## config.mk

```make
export PLATFORM = sky130hd
export DESIGN_NAME = vp_spec_controller
export DESIGN_NICKNAME = d
export VERILOG_FILES = /design/src/rtl/vp_spec_controller.sv
export SDC_FILE = /design/constraint.sdc
export NUM_CORES = 1
export LEC_CHECK = 0
export CORE_MARGIN = 3
export CORE_UTILIZATION = 47
export DETAILED_ROUTE_END_ITERATION = 12
export PLACE_DENSITY = 0.87
export SYNTH_ARGS = -nofsm -noshare
export SYNTH_HDL_FRONTEND = slang
export SYNTH_SLANG_ARGS = --single-unit
```

## constraint.sdc

```tcl
create_clock -name clk -period 2.42 [get_ports clk]
set_input_delay 0.484 -clock clk [delete_from_list [all_inputs] [get_ports clk]]
set_output_delay 0.484 -clock clk [all_outputs]
set_load 0.1 [all_outputs]
```

## src/rtl/vp_spec_controller.sv

```systemverilog
// ============================================================================
// vp_spec_controller
// ----------------------------------------------------------------------------
// Load-value speculation sequencer.
//
// On a MEM-stage load that hits in the D-cache in the issuing cycle, the
// returned value simply trains the value predictor. On a miss it snapshots
// the register state and looks up a predicted value. If the predictor is
// confident, that value is forwarded into the pipeline while the real data
// is awaited. A correct prediction trains the predictor and retires the
// speculation. A wrong prediction, or a timeout, restores the snapshot and
// then flushes the pipeline. Only one speculation is outstanding at a time.
//
// Ports
//   clk, rst          clock, synchronous active-high reset
//   ld_req_valid/addr MEM-stage load request towards the D-cache
//   dc_valid/data     D-cache load data return
//   pred_valid/data   predictor response, valid one cycle after vp_en
//   snap_done         snapshot capture complete
//   recover_done      snapshot restore complete
//   vp_en             one-cycle predictor lookup strobe
//   vp_addr           latched load address (lookup and training)
//   vp_update(_data)  one-cycle training strobe and the actual loaded value
//   snap_take         one-cycle snapshot capture strobe
//   recover_snapshot  held high until recover_done
//   spec_value(_valid) predicted value forwarded to the pipeline
//   ov_stall/ov_flush pipeline override controls
//   spec_active       controller is not idle
//   n_correct/n_wrong saturating prediction statistics
// ============================================================================
module vp_spec_controller #(
    parameter int DATA_WIDTH      = 32,
    parameter int ADDR_WIDTH      = 32,
    parameter int MAX_SPEC_CYCLES = 64,
    parameter int CNT_WIDTH       = 16
) (
    input  logic                  clk,
    input  logic                  rst,
    input  logic                  ld_req_valid,
    input  logic [ADDR_WIDTH-1:0] ld_req_addr,
    input  logic                  dc_valid,
    input  logic [DATA_WIDTH-1:0] dc_data,
    input  logic                  pred_valid,
    input  logic [DATA_WIDTH-1:0] pred_data,
    input  logic                  snap_done,
    input  logic                  recover_done,
    output logic                  vp_en,
    output logic [ADDR_WIDTH-1:0] vp_addr,
    output logic                  vp_update,
    output logic [DATA_WIDTH-1:0] vp_update_data,
    output logic                  snap_take,
    output logic                  recover_snapshot,
    output logic                  spec_value_valid,
    output logic [DATA_WIDTH-1:0] spec_value,
    output logic                  ov_stall,
    output logic                  ov_flush,
    output logic                  spec_active,
    output logic [CNT_WIDTH-1:0]  n_correct,
    output logic [CNT_WIDTH-1:0]  n_wrong
);

    localparam int SPEC_CNT_W = (MAX_SPEC_CYCLES > 2) ? $clog2(MAX_SPEC_CYCLES) : 1;
    localparam logic [SPEC_CNT_W-1:0] SPEC_LAST = SPEC_CNT_W'(MAX_SPEC_CYCLES - 1);

    typedef enum logic [2:0] {
        S_IDLE,
        S_SNAP,
        S_SPEC,
        S_NOSPEC,
        S_RECOVER,
        S_FLUSH
    } state_t;

    // Position inside SNAP: first cycle carries the strobes, second cycle
    // carries the predictor response, anything later just waits for snap_done.
    localparam logic [1:0] SNAP_FIRST  = 2'd0;
    localparam logic [1:0] SNAP_SECOND = 2'd1;
    localparam logic [1:0] SNAP_LATER  = 2'd2;

    state_t                  state_q,          state_d;
    logic [1:0]              snap_cyc_q,       snap_cyc_d;
    logic                    snap_done_seen_q, snap_done_seen_d;
    logic                    pred_hit_q,       pred_hit_d;
    logic [DATA_WIDTH-1:0]   pred_reg_q,       pred_reg_d;
    logic                    act_seen_q,       act_seen_d;
    logic [DATA_WIDTH-1:0]   act_reg_q,        act_reg_d;
    logic [SPEC_CNT_W-1:0]   spec_cnt_q,       spec_cnt_d;
    logic [ADDR_WIDTH-1:0]   addr_q,           addr_d;
    logic                    vp_update_q,      vp_update_d;
    logic [DATA_WIDTH-1:0]   vp_update_data_q, vp_update_data_d;
    logic [CNT_WIDTH-1:0]    n_correct_q,      n_correct_d;
    logic [CNT_WIDTH-1:0]    n_wrong_q,        n_wrong_d;

    // Statistics counters stick at all-ones instead of wrapping.
    function automatic logic [CNT_WIDTH-1:0] sat_inc(input logic [CNT_WIDTH-1:0] v);
        if (&v) begin
            return v;
        end
        return v + CNT_WIDTH'(1);
    endfunction

    // ------------------------------------------------------------------------
    // Next-state and latch update logic
    // ------------------------------------------------------------------------
    always_comb begin
        state_d          = state_q;
        snap_cyc_d       = snap_cyc_q;
        snap_done_seen_d = snap_done_seen_q;
        pred_hit_d       = pred_hit_q;
        pred_reg_d       = pred_reg_q;
        act_seen_d       = act_seen_q;
        act_reg_d        = act_reg_q;
        spec_cnt_d       = spec_cnt_q;
        addr_d           = addr_q;
        vp_update_d      = 1'b0;
        vp_update_data_d = vp_update_data_q;
        n_correct_d      = n_correct_q;
        n_wrong_d        = n_wrong_q;

        case (state_q)
            S_IDLE: begin
                if (ld_req_valid) begin
                    addr_d = ld_req_addr;
                    if (dc_valid) begin
                        // Same-cycle hit: nothing to speculate, just train.
                        vp_update_d      = 1'b1;
                        vp_update_data_d = dc_data;
                    end else begin
                        state_d          = S_SNAP;
                        snap_cyc_d       = SNAP_FIRST;
                        snap_done_seen_d = 1'b0;
                        pred_hit_d       = 1'b0;
                        act_seen_d       = 1'b0;
                    end
                end
            end

            S_SNAP: begin
                if (snap_cyc_q != SNAP_LATER) begin
                    snap_cyc_d = snap_cyc_q + 2'd1;
                end
                // The predictor answers exactly one cycle after vp_en.
                if (snap_cyc_q == SNAP_SECOND) begin
                    pred_hit_d = pred_valid;
                    pred_reg_d = pred_data;
                end
                // The real data may overtake the snapshot; keep it so the
                // speculation can be skipped altogether.
                if (dc_valid) begin
                    act_seen_d = 1'b1;
                    act_reg_d  = dc_data;
                end
                if (snap_done) begin
                    snap_done_seen_d = 1'b1;
                end
                // An early snap_done is remembered but never honoured before
                // the predictor response has been captured.
                if ((snap_cyc_q != SNAP_FIRST) && (snap_done || snap_done_seen_q)) begin
                    if (act_seen_d) begin
                        state_d          = S_IDLE;
                        vp_update_d      = 1'b1;
                        vp_update_data_d = act_reg_d;
                    end else if (pred_hit_d) begin
                        state_d    = S_SPEC;
                        spec_cnt_d = '0;
                    end else begin
                        state_d = S_NOSPEC;
                    end
                end
            end

            S_NOSPEC: begin
                if (dc_valid) begin
                    state_d          = S_IDLE;
                    vp_update_d      = 1'b1;
                    vp_update_data_d = dc_data;
                end
            end

            S_SPEC: begin
                // Data return takes priority over a timeout in the same cycle.
                if (dc_valid) begin
                    vp_update_d      = 1'b1;
                    vp_update_data_d = dc_data;
                    if (dc_data == pred_reg_q) begin
                        n_correct_d = sat_inc(n_correct_q);
                        state_d     = S_IDLE;
                    end else begin
                        n_wrong_d = sat_inc(n_wrong_q);
                        state_d   = S_RECOVER;
                    end
                end else if (spec_cnt_q == SPEC_LAST) begin
                    n_wrong_d = sat_inc(n_wrong_q);
                    state_d   = S_RECOVER;
                end else begin
                    spec_cnt_d = spec_cnt_q + SPEC_CNT_W'(1);
                end
            end

            S_RECOVER: begin
                if (recover_done) begin
                    state_d = S_FLUSH;
                end
            end

            S_FLUSH: begin
                state_d = S_IDLE;
            end

            default: begin
                state_d = S_IDLE;
            end
        endcase
    end

    // ------------------------------------------------------------------------
    // State and latch registers
    // ------------------------------------------------------------------------
    always_ff @(posedge clk) begin
        if (rst) begin
            state_q          <= S_IDLE;
            snap_cyc_q       <= SNAP_FIRST;
            snap_done_seen_q <= 1'b0;
            pred_hit_q       <= 1'b0;
            pred_reg_q       <= '0;
            act_seen_q       <= 1'b0;
            act_reg_q        <= '0;
            spec_cnt_q       <= '0;
            addr_q           <= '0;
            vp_update_q      <= 1'b0;
            vp_update_data_q <= '0;
            n_correct_q      <= '0;
            n_wrong_q        <= '0;
        end else begin
            state_q          <= state_d;
            snap_cyc_q       <= snap_cyc_d;
            snap_done_seen_q <= snap_done_seen_d;
            pred_hit_q       <= pred_hit_d;
            pred_reg_q       <= pred_reg_d;
            act_seen_q       <= act_seen_d;
            act_reg_q        <= act_reg_d;
            spec_cnt_q       <= spec_cnt_d;
            addr_q           <= addr_d;
            vp_update_q      <= vp_update_d;
            vp_update_data_q <= vp_update_data_d;
            n_correct_q      <= n_correct_d;
            n_wrong_q        <= n_wrong_d;
        end
    end

    // ------------------------------------------------------------------------
    // Output decode
    // ------------------------------------------------------------------------
    // Strobes come from the first SNAP cycle only. Overrides and the recovery
    // request are masked by rst directly so they drop in the reset cycle
    // itself rather than one edge later. The SPEC-state stall is the one
    // combinational path from an input: it blocks a second load immediately.
    always_comb begin
        snap_take        = (state_q == S_SNAP) && (snap_cyc_q == SNAP_FIRST);
        vp_en            = (state_q == S_SNAP) && (snap_cyc_q == SNAP_FIRST);
        vp_addr          = addr_q;
        vp_update        = vp_update_q;
        vp_update_data   = vp_update_data_q;
        spec_value_valid = (state_q == S_SPEC);
        spec_value       = (state_q == S_SPEC) ? pred_reg_q : '0;
        recover_snapshot = !rst && (state_q == S_RECOVER);
        ov_flush         = !rst && (state_q == S_FLUSH);
        ov_stall         = !rst && ((state_q == S_SNAP)    ||
                                    (state_q == S_RECOVER) ||
                                    (state_q == S_FLUSH)   ||
                                    ((state_q == S_SPEC) && ld_req_valid));
        spec_active      = (state_q != S_IDLE);
        n_correct        = n_correct_q;
        n_wrong          = n_wrong_q;
    end

endmodule

```

======== Yosys cells after proc, flatten, opt, wreduce, memory -nomap -nowiden ========
Index checks and enable logic that the tools add are counted.
storage, ports and cells
  bits of input ports ..................... 103
  bits in latches ......................... 0
  logic and storage cells ................. 134
  output and inout port bits .............. 136
  ROM bits ................................ 0
  bits in writable memories ............... 0
  memories kept ........................... 0
  register bits after elaboration ......... 175
operators by class
  shift-type cells ........................ 0
  order comparisons ....................... 0
  reduce and logical (&&, ||, !) cells .... 32
  divide/modulo/power cells ............... 0
  add/sub/neg operators ................... 4
  mux-type cells .......................... 61
  multiply operators ...................... 0
  bitwise operators ....................... 0
  eq/ne operators ......................... 24
operators by type and width
  kind                     number
  $mux W32                 6
  $mux W16                 7
  $pmux W32 S3             1
  $add A16 B1 Y16 const B  2
  $eq A32 B32 Y1           1
  $reduce_and A16 Y1       2
  $mux W6                  5
  $ne A2 B2 Y1 const B     15
  $mux W3                  8
  $mux W1                  23
  $reduce_and A4 Y1        4
  $pmux W3 S5              1
  $pmux W6 S2              1
  $reduce_and A6 Y1        2
  $mux W2                  4
  $reduce_bool A2 Y1       4
  $add A6 B1 Y6 const B    1
  $eq A3 B2 Y1 const B     2
  $eq A3 B3 Y1 const B     2
  $eq A6 B6 Y1 const B     1
  $logic_and A1 B1 Y1      6
  $pmux W1 S2              3
  $reduce_and A3 Y1        2
  $reduce_bool A3 Y1       2
  other kinds (12)         16

======== Longest topological paths before layout ========
  word-level depth ........................ 8
  depth in mapped cells ................... 9
  mapped depth without buffers ............ 9

======== Least setup slack after synthesis ========
No wires, ideal clock.
  path kind ............................... input to output
  from .................................... input rst
  to ...................................... output ov_flush
  arrival ................................. 2955 ps
  slack ................................... -1019 ps
  stages .................................. 3
  cell sequence ........................... clkbuf_1 -> clkbuf_1 -> nor3_1
between the ends
  cells in the longest elaborated chain, start to end .. 2
RTL lines
  element              RTL line  text
  start: declaration   38        input logic rst,
  $logic_not A1 Y1     267       ov_flush = !rst && (state_q == S_FLUSH);
  $logic_and A1 B1 Y1  267
  end: declaration     56        output logic ov_flush,
Every way passes these cells.

======== Worst setup path in the final report ========
  from .................................... input dc_data[23]
  to ...................................... register n_correct_q[8], in the netlist n_correct[8]
between the ends
  cells in the longest elaborated chain, start to end .. 2
RTL lines
  element                             RTL line  text
  start: declaration                  42        input logic [DATA_WIDTH-1:0] dc_data,
  $eq A32 B32 Y1                      185       if (dc_data == pred_reg_q) begin
  $reduce_and A4 Y1 (no source line)  -
  end signal: assignment              246       n_correct_q <= n_correct_d;
  end: declaration                    91        logic [CNT_WIDTH-1:0] n_correct_q, n_correct_d;
Every way passes these cells.
A chain may end at the register's enable or synchronous reset.

==> flow_metrics.env <==
export IMPL_status="finished, final reports clean"
export IMPL_cts_hold_repair_buffers=0
export IMPL_ant_nets=0
export IMPL_first_pass_iters=5
export IMPL_ys_seq_area_frac=0.461
export IMPL_wirelength_um=24500
export IMPL_period_share=0.997
export IMPL_register_area_um2=3530
export IMPL_dieArea_um2=17700
export IMPL_wl_per_cell_um=17.5
export IMPL_multiInputGateArea_um2=3910
export IMPL_cts_buffers=17
export IMPL_drcViolationCount=0
export IMPL_syn_avg_cell_area_um2=8.16
export IMPL_vdd_ir_drop_max_v=0.000597
export IMPL_vias_per_cell=5.41
export IMPL_vias=7573
export IMPL_start_util=0.489
export IMPL_grt_total_usage=0.265
export IMPL_htree_levels=4
export IMPL_crit_type="input port to flop"
export IMPL_core_region_area_um2=15500
export IMPL_clock_skew_ns=0.00510
export IMPL_cp_required_ns=2.78
export IMPL_synthesis_area_um2=7610
export IMPL_rows=45
export IMPL_fp_dieH_um=133
export IMPL_crit_family="simple AND/OR/NAND/NOR gates"
export IMPL_top_layer="met4"
export IMPL_mostFrequentLayoutCell="nand2_1"
export IMPL_place_gp_congestion=0.878
export IMPL_crit_arrival_ns=2.77
export IMPL_cts_clk_slew_worst_paths_ns=0.07
export IMPL_grt_pass1_wl_um=37800
export IMPL_grt_max_degree=107
export IMPL_globalRouteOverflowTotal=0
export IMPL_insertion_delay_ns=0.43
export IMPL_n_fill_cell=1156
export IMPL_r2r_start="pred_reg_q[0]$_SDFFE_PP0P_"
export IMPL_maxSlewViolCount=0
export IMPL_synth_nets=1041
export IMPL_path_cells="clkdlybuf4s50_1 -> xnor2_1 -> nand4_1 -> nor4_1 -> nand3_1 -> buf_6 -> or2_4 -> or4_1 -> a21oi_1"
export IMPL_end_kind="flop"
export IMPL_ios=239
export IMPL_slowest_delay_ns=0.46
export IMPL_cp_startpoint="dc_data[23]"
export IMPL_period_minus_slack_ns=2.41
export IMPL_root_buffer="clkbuf_16"
export IMPL_maxSlewHeadroom=0.689
export IMPL_finalPower_w=0.00800
export IMPL_io_buffers=238
export IMPL_hold_class="input port to flop"
export IMPL_numClockSinks=175
export IMPL_initialDrtViolationCount=613
export IMPL_cp_start_kind="input port"
export IMPL_dr_wl_met3_um=1970
export IMPL_post_place_ws_ns=-0.540
export IMPL_reg2reg_to="n_correct[8]$_SDFFE_PP0P_"
export IMPL_syn_inst=932
export IMPL_drive_above_1_share=0.228
export IMPL_path_max_fanout=8
export IMPL_wl_met1_um=9710
export IMPL_grt_pass1_vias=7311
export IMPL_ys_seq_elements=175
export IMPL_synth_distinct_cells=46
export IMPL_finalNetCount=1285
export IMPL_antenna_cells=0
export IMPL_cts_tree="built"
export IMPL_synth_top_flop_cell="dfxtp_1"
export IMPL_setup_ws_ns=0.00771
export IMPL_critPathCapture="n_correct[8]$_SDFFE_PP0P_"
export IMPL_fmax_mhz=415
export IMPL_die_x_um=133
export IMPL_area_growth_pct=49.9
export IMPL_hold_violations=0
export IMPL_final_cell_mix="nand2_1 (213), dfxtp_1 (154), buf_4 (142), a21oi_1 (117), clkdlybuf4s50_1 (93)"
export IMPL_postCtsSetupBuffers=0
export IMPL_ff2ff_setup_slack_ns=0.17
export IMPL_leakagePower_nw=4.48
export IMPL_hpwl_um=16900
export IMPL_worstMarginPinSlew_ns=0.467
export IMPL_r2r_cells=9
export IMPL_cp_depth=9
export IMPL_antenna_found_initial=0
export IMPL_async_reset_ff_frac=0
export IMPL_dr_wl_met2_um=12300
export IMPL_setup_violations_final=0
export IMPL_power_density_nw_per_um2=702
export IMPL_cp_num_buf_inv=2
export IMPL_cp_slowest_cell="clkdlybuf4s50_1"
export IMPL_drv_cap=0
export IMPL_yosys_warnings=0
export IMPL_clock_tree_buffer_depth=2
export IMPL_synth_edf_count=0
cell usage after synthesis (2+ instances only):
master	n	area (µm²)
nand4_1	17	106
or3_1	12	75.1
nand2b_1	3	18.8
buf_2	10	50.1
xnor2_1	36	315
clkbuf_1	50	188
or4_1	6	45.0
nor4_1	2	12.5
and3_1	42	263
dfxtp_1	175	3500
mux2i_1	34	340
o21ai_0	13	65.1
a31oi_1	2	12.5
a211oi_1	33	248
and2_1	4	25.0
and4_1	3	26.3
a21oi_1	119	596
nor2b_1	4	25.0
or2_1	2	12.5
buf_4	4	30.0
ha_1	6	75.1
mux2_2	4	45.0
nor3_1	11	55.1
xor2_1	11	96.3
o21bai_1	2	15.0
o31ai_1	5	37.5
a22oi_1	2	15.0
nor2_1	61	229
or2_2	2	12.5
nand3_1	20	100
nand2_1	214	803
inv_1	9	33.8
worst min path at each step:
stage,startpoint,endpoint,cells after the start
2_1_floorplan,act_reg_q[0]$_SDFFE_PP0P_,act_reg_q[0]$_SDFFE_PP0P_,2
3_3_place_gp,act_reg_q[24]$_SDFFE_PP0P_,act_reg_q[24]$_SDFFE_PP0P_,2
3_5_place_dp,act_reg_q[15]$_SDFFE_PP0P_,act_reg_q[15]$_SDFFE_PP0P_,2
4_1_cts,rst,vp_addr[28]$_SDFFE_PP0P_,2
5_1_grt,rst,vp_addr[13]$_SDFFE_PP0P_,2
6_report,rst,vp_addr[28]$_SDFFE_PP0P_,2
metrics by stage:
stage | instances | hold slack [ns] | TNS (ns) | area [µm²] | util
CTS | 1400 | 0.386 | 0 | 11300 | 0.729
finish | 1400 | 0.401 | 0 | 11400 | 0.734
floorplan | 932 | 0.436 | -0.188 | 7650 | -
global route | 1400 | 0.388 | -0.0164 | 11400 | 0.734
detailed placement | 1368 | 0.446 | -12.64 | 10600 | 0.685
global placement | 1368 | 0.442 | -11.95 | 10600 | 0.685
layout make-up:
class / count / area share
sequential: 175 / 0.309
tap: 211 / 0.0231
timing repair buffer: 289 / 0.263
clock buffer: 17 / 0.0373
clock inverter: 15 / 0.0205
multi-input combinational: 684 / 0.343
inverter: 9 / 0.00329
per-layer routing:
metal / track usage / up-vias
met5: 0 / -
met4: 0.0949 / 0
met3: 0.0782 / 38
met2: 0.457 / 284
met1: 0.314 / 3566
li1: - / 3685
sequential cells by signal, summed over array words and instances, names as in the netlist:
signal / flops
pred_hit_q: 1
vp_update: 1
snap_done_seen_q: 1
pred_reg_q: 32
n_correct: 16
act_reg_q: 32
act_seen_q: 1
snap_cyc_q: 2
state_q: 3
spec_cnt_q: 6
vp_update_data: 32
n_wrong: 16
vp_addr: 32
report_power, final:
group	internal (W)	switching, W	leakage [nW]
Combinational	0.000553	0.00128	2.73
Sequential	0.00302	0.0000912	1.43
Clock	0.00185	0.00120	0.316
Total	0.00543	0.00257	4.48
repair_timing:
action,4_1_cts,5_1_grt
pin swaps,0,4
resized for setup,4,20
setup endpoints to repair,11,24
cells by family after synthesis:
group,count (synthesis),share of synthesized area
compound gates,180,0.135
xor+xnor,47,0.0541
fa+ha+maj,6,0.00987
buf+inv,73,0.0396
flops,175,0.461
mux,38,0.0507
simple gates,413,0.250
Power figures use the tool's default switching activity.
==> RTL edit 1, RTL diff (same flow settings) <==
`addr_q` and `vp_update_data_q` no longer have a reset.
--- a/src/rtl/vp_spec_controller.sv
+++ b/src/rtl/vp_spec_controller.sv
@@ -227,7 +227,5 @@
             act_reg_q        <= '0;
             spec_cnt_q       <= '0;
-            addr_q           <= '0;
             vp_update_q      <= 1'b0;
-            vp_update_data_q <= '0;
             n_correct_q      <= '0;
             n_wrong_q        <= '0;
@@ -241,10 +239,13 @@
             act_reg_q        <= act_reg_d;
             spec_cnt_q       <= spec_cnt_d;
-            addr_q           <= addr_d;
             vp_update_q      <= vp_update_d;
-            vp_update_data_q <= vp_update_data_d;
             n_correct_q      <= n_correct_d;
             n_wrong_q        <= n_wrong_d;
         end
+    end
+
+    always_ff @(posedge clk) begin
+        addr_q           <= addr_d;
+        vp_update_data_q <= vp_update_data_d;
     end
 
Function: changed (a bounded check fails within 4 cycles, from zero or initial values and one cycle with rst high).
==> RTL edit 1 against the original RTL <==
  * Synthesized cell count down 15%
  * Area after synthesis up 1.4%
  * Maximum frequency up 3.3%
  * Utilization up 0.69 points
  * Combinational power up 36%
  * Design area up 3.6%
  * Setup slack better by 0.076 ns
  * Total power up 7.9%
  * Non-clock buffer count up 25
  * Sequential share of layout area up 4.3 points
  * Clock skew up 0.0037 ns
  * Sequential cell count unchanged
  * Wire length up 2.2%
  * Critical endpoint is now n_correct[7]$_SDFFE_PP0P_
  * Largest cell class is now registers
  * Largest power group unchanged
==> RTL edit 1: results (changes against the original RTL) <==
| Metric | Value |
|---|---|
| Status | `finished clean (unchanged)` |
| Post-synthesis area per instance | `9.77 sq um (was 8.16 sq um)` |
| Hold path cells | `3 (was 2)` |
| Critical path capture point | `n_correct[7]$_SDFFE_PP0P_ (was n_correct[8]$_SDFFE_PP0P_)` |
| Place WS | `-0.504 ns (was -0.540 ns)` |
| Vias in the first global route | `6883 (was 7311)` |
| Hold Slack | `0.373 ns (was 0.401 ns)` |
| Fin cells | `1299 (was 1400)` |
| Top cells by area, synth | `dfxtp_1 (29%), edfxtp_1 (25%), nand2_1 (7.4%), a21oi_1 (6.2%), mux2_2 (5.7%) (was dfxtp_1 (46%), nand2_1 (11%), a21oi_1 (7.8%), mux2i_1 (4.5%), xnor2_1 (4.1%))` |
| Layout cells sized above 1 | `30.4% (was 22.8%)` |
| Synth Area in XOR/XNOR | `4.20% (was 5.41%)` |
| Placer Congestion | `0.886 (was 0.878)` |
| Flop2flop setup slack | `0.15 ns (was 0.17 ns)` |
| First-pass GRT wire length | `37.2 mm (was 37.8 mm)` |
| Total GRT Usage | `26.5% (about the same)` |
| EDFF count, synth | `64 (was 0)` |
| Synth Area in Compound Gates | `10.3% (was 13.5%)` |
| Mapped Nets | `898 (was 1041)` |
| Post-detail-place hpwl | `17.5 mm (was 16.9 mm)` |
| Register area share after synthesis | `53.7% (was 46.1%)` |
| DR WL/cell | `19.3 um (was 17.5 um)` |
| Arr. time, crit path | `2.63 ns (was 2.77 ns)` |
| Fmax | `428 MHz (was 415 MHz)` |
| Number of distinct library cells after synthesis | `48 (was 46)` |
| Hold path start | `dc_data[11] (was rst)` |
| Slowest stage delay, CP | `0.53 ns (was 0.46 ns)` |
| Crit path from | `dc_data[3] (was dc_data[23])` |
| Synth top cells by count | `nand2_1 (152), dfxtp_1 (111), a21oi_1 (96) (was nand2_1 (214), dfxtp_1 (175), a21oi_1 (119))` |
| Antenna violations before repair | `3 (was 0)` |
| Pleak | `0.00456 uW (was 0.00448 uW)` |
| Hold EP | `act_reg_q[11]$_SDFFE_PP0P_ (was vp_addr[28]$_SDFFE_PP0P_)` |
| H-Tree Depth | `4 (unchanged)` |
| RR Startpoint | `pred_reg_q[9]$_SDFFE_PP0P_ (was pred_reg_q[0]$_SDFFE_PP0P_)` |
| Worst vdd ir | `0.605 mV (was 0.597 mV)` |
| CP top delay family | `buffers and inverters (was simple AND/OR/NAND/NOR gates)` |
| FILL cells | `1035 (was 1156)` |
| Skew final | `0.00878 ns (was 0.00510 ns)` |
| Vias | `7281 (was 7573)` |
| Nets | `1176 (was 1285)` |
RTL edit 1: timing repair:
item	in CTS	in global routing
pin swaps	0	7
endpoints found under the setup margin	11	40
buffers inserted	0	5
gates resized for setup	7	29
cloned	0	1
RTL edit 1: layer usage:
layer  wire [um]  part of all wire [%]  global-route usage [%]  up-vias
met5           0                     0                       0        -
met4        1300                   5.2                    13.9        0
met3        2120                   8.5                    6.60       95
met2       12300                    49                    44.7      396
met1        9370                    37                    31.3     3414
li1            -                     -                       -     3376
RTL edit 1: cell type report:
type	instances	area [sq um]	share of cell area, %
Sequential cell	175	4160	35.2
Multi-Input combinational cell	550	3480	29.5
Timing Repair Buffer	314	3270	27.7
Clock buffer	18	429	3.63
Tap cell	216	270	2.29
Clock inverter	14	158	1.33
Inverter	9	37.5	0.318
Antenna cell	3	7.51	0.0636
RTL edit 1: worst reg2reg max path: stages (launching register included):
cell	delay, ns
dfxtp_1	0.45
xnor2_2	0.17
nand4_1	0.13
nor4_2	0.29
buf_4	0.17
nand4b_4	0.14
clkbuf_16	0.20
buf_4	0.13
o31ai_1	0.36
a21oi_1	0.11
RTL edit 1: kinds of logic after synthesis:
kind of cell	Yosys count
xor+xnor	37
buf+inv	64
compound gates	141
fa+ha+maj	6
mux	42
simple gates	324
flops	175
RTL edit 1: power breakdown:
group,internal (uW),switching (uW),leakage [uW]
registers,3310,96.0,0.00151
clock network,1540,1210,0.000277
logic,746,1730,0.00277
total,5600,3040,0.00456
==> RTL edit 2, RTL diff (same settings) <==
Made on the original files. Change the parameter `MAX_SPEC_CYCLES` from 64 to 32.
--- a/src/rtl/vp_spec_controller.sv
+++ b/src/rtl/vp_spec_controller.sv
@@ -32,5 +32,5 @@
     parameter int DATA_WIDTH      = 32,
     parameter int ADDR_WIDTH      = 32,
-    parameter int MAX_SPEC_CYCLES = 64,
+    parameter int MAX_SPEC_CYCLES = 32,
     parameter int CNT_WIDTH       = 16
 ) (
Behaviour: same outputs for any inputs over 4 cycles, from zero or initial values and one cycle with rst high; that may be too few to reach the edited logic, so the function may still have changed.
==> RTL edit 2 against the original RTL <==
  * Global-route usage down 1.0 points
  * Sequential power up 2%
  * Combinational power up 32%
  * Total power up 4.4%
  * Setup slack better by 0.030 ns
  * Design area up 1.0%
  * Sequential cell count down 1
  * Clock power down 9.2%
  * Wire length down 2.2%
  * Die area up 3.1%
  * Area after synthesis up 3.2%
  * Largest power group unchanged
==> RTL edit 2: results (changes against the original RTL) <==
| Metric | Value |
|---|---|
| Placer Congestion | `0.837 (was 0.878)` |
| P&R area growth vs syn | `46.7% (was 49.9%)` |
| Synth Area in Compound Gates | `16.2% (was 13.5%)` |
| Arr. time, crit path | `2.74 ns (was 2.77 ns)` |
| Post-detail-place hpwl | `16.7 mm (was 16.9 mm)` |
| Data buffer area share | `26.2% (was 26.3%)` |
| Number of distinct library cells after synthesis | `58 (was 46)` |
| Register area share after synthesis | `44.4% (was 46.1%)` |
| Invs w/o clock | `13 (was 9)` |
| Ant diodes | `2 (was 0)` |
| Post-DP Area | `10900 sq um (was 10600 sq um)` |
| Vias | `7641 (was 7573)` |
| Place WS | `-0.420 ns (was -0.540 ns)` |
| First-pass GRT wire length | `37.4 mm (was 37.8 mm)` |
| Mapped Cells | `952 (was 932)` |
| Max_slew headroom | `60.2% (was 68.9%)` |
| Crit path from | `dc_data[27] (was dc_data[23])` |
| Count of plain and timing-repair buffers | `293 (was 289)` |
| Total GRT Usage | `25.5% (was 26.5%)` |
| Status | `finished clean (unchanged)` |
| Slowest stage delay, CP | `0.56 ns (was 0.46 ns)` |
| Critical path capture point | `n_correct[9]$_SDFFE_PP0P_ (was n_correct[8]$_SDFFE_PP0P_)` |
| Register bit total from synthesis | `174 (was 175)` |
| Hold EP | `pred_reg_q[25]$_SDFFE_PP0P_ (was vp_addr[28]$_SDFFE_PP0P_)` |
| Synth Area in XOR/XNOR | `3.79% (was 5.41%)` |
| Nets | `1310 (was 1285)` |
| Antenna violations before repair | `2 (was 0)` |
| RR Startpoint | `spec_cnt_q[0]$_SDFFE_PP0P_ (was pred_reg_q[0]$_SDFFE_PP0P_)` |
==> RTL edit 2: what timing repair did <==
action / in CTS / in global routing
buffers inserted: 1 / 1
resized for setup: 0 / 8
endpoints found under the setup margin: 4 / 31
pin swaps: 0 / 3
==> RTL edit 2: metal layers <==
| layer | up-vias | share of wire [%] | track usage, % |
|---|---|---|---|
| met1 | 3593 | 40 | 30.6 |
| met4 | 2 | 2.3 | 9.57 |
| met5 | - | 0.054 | 0 |
| met2 | 247 | 51 | 44.5 |
| met3 | 43 | 6.7 | 5.72 |
| li1 | 3756 | - | - |
==> RTL edit 2: critical path, delay by kind of cell <==
kind	cells	cell delay, ns
simple gates	4	1.02
compound gates	1	0.16
xor+xnor	1	0.14
buf+inv	3	0.93
==> RTL edit 2: power groups by stage <==
stage          sequential [uW]  clock [uW]  combinational (uW)
4_1_cts                   3170        2800                2400
3_5_place_dp              3230           0                2390
6_report                  3170        2780                2410
5_1_grt                   3190        2940                2520
3_3_place_gp              3220           0                2370
2_1_floorplan             4130           0                 779
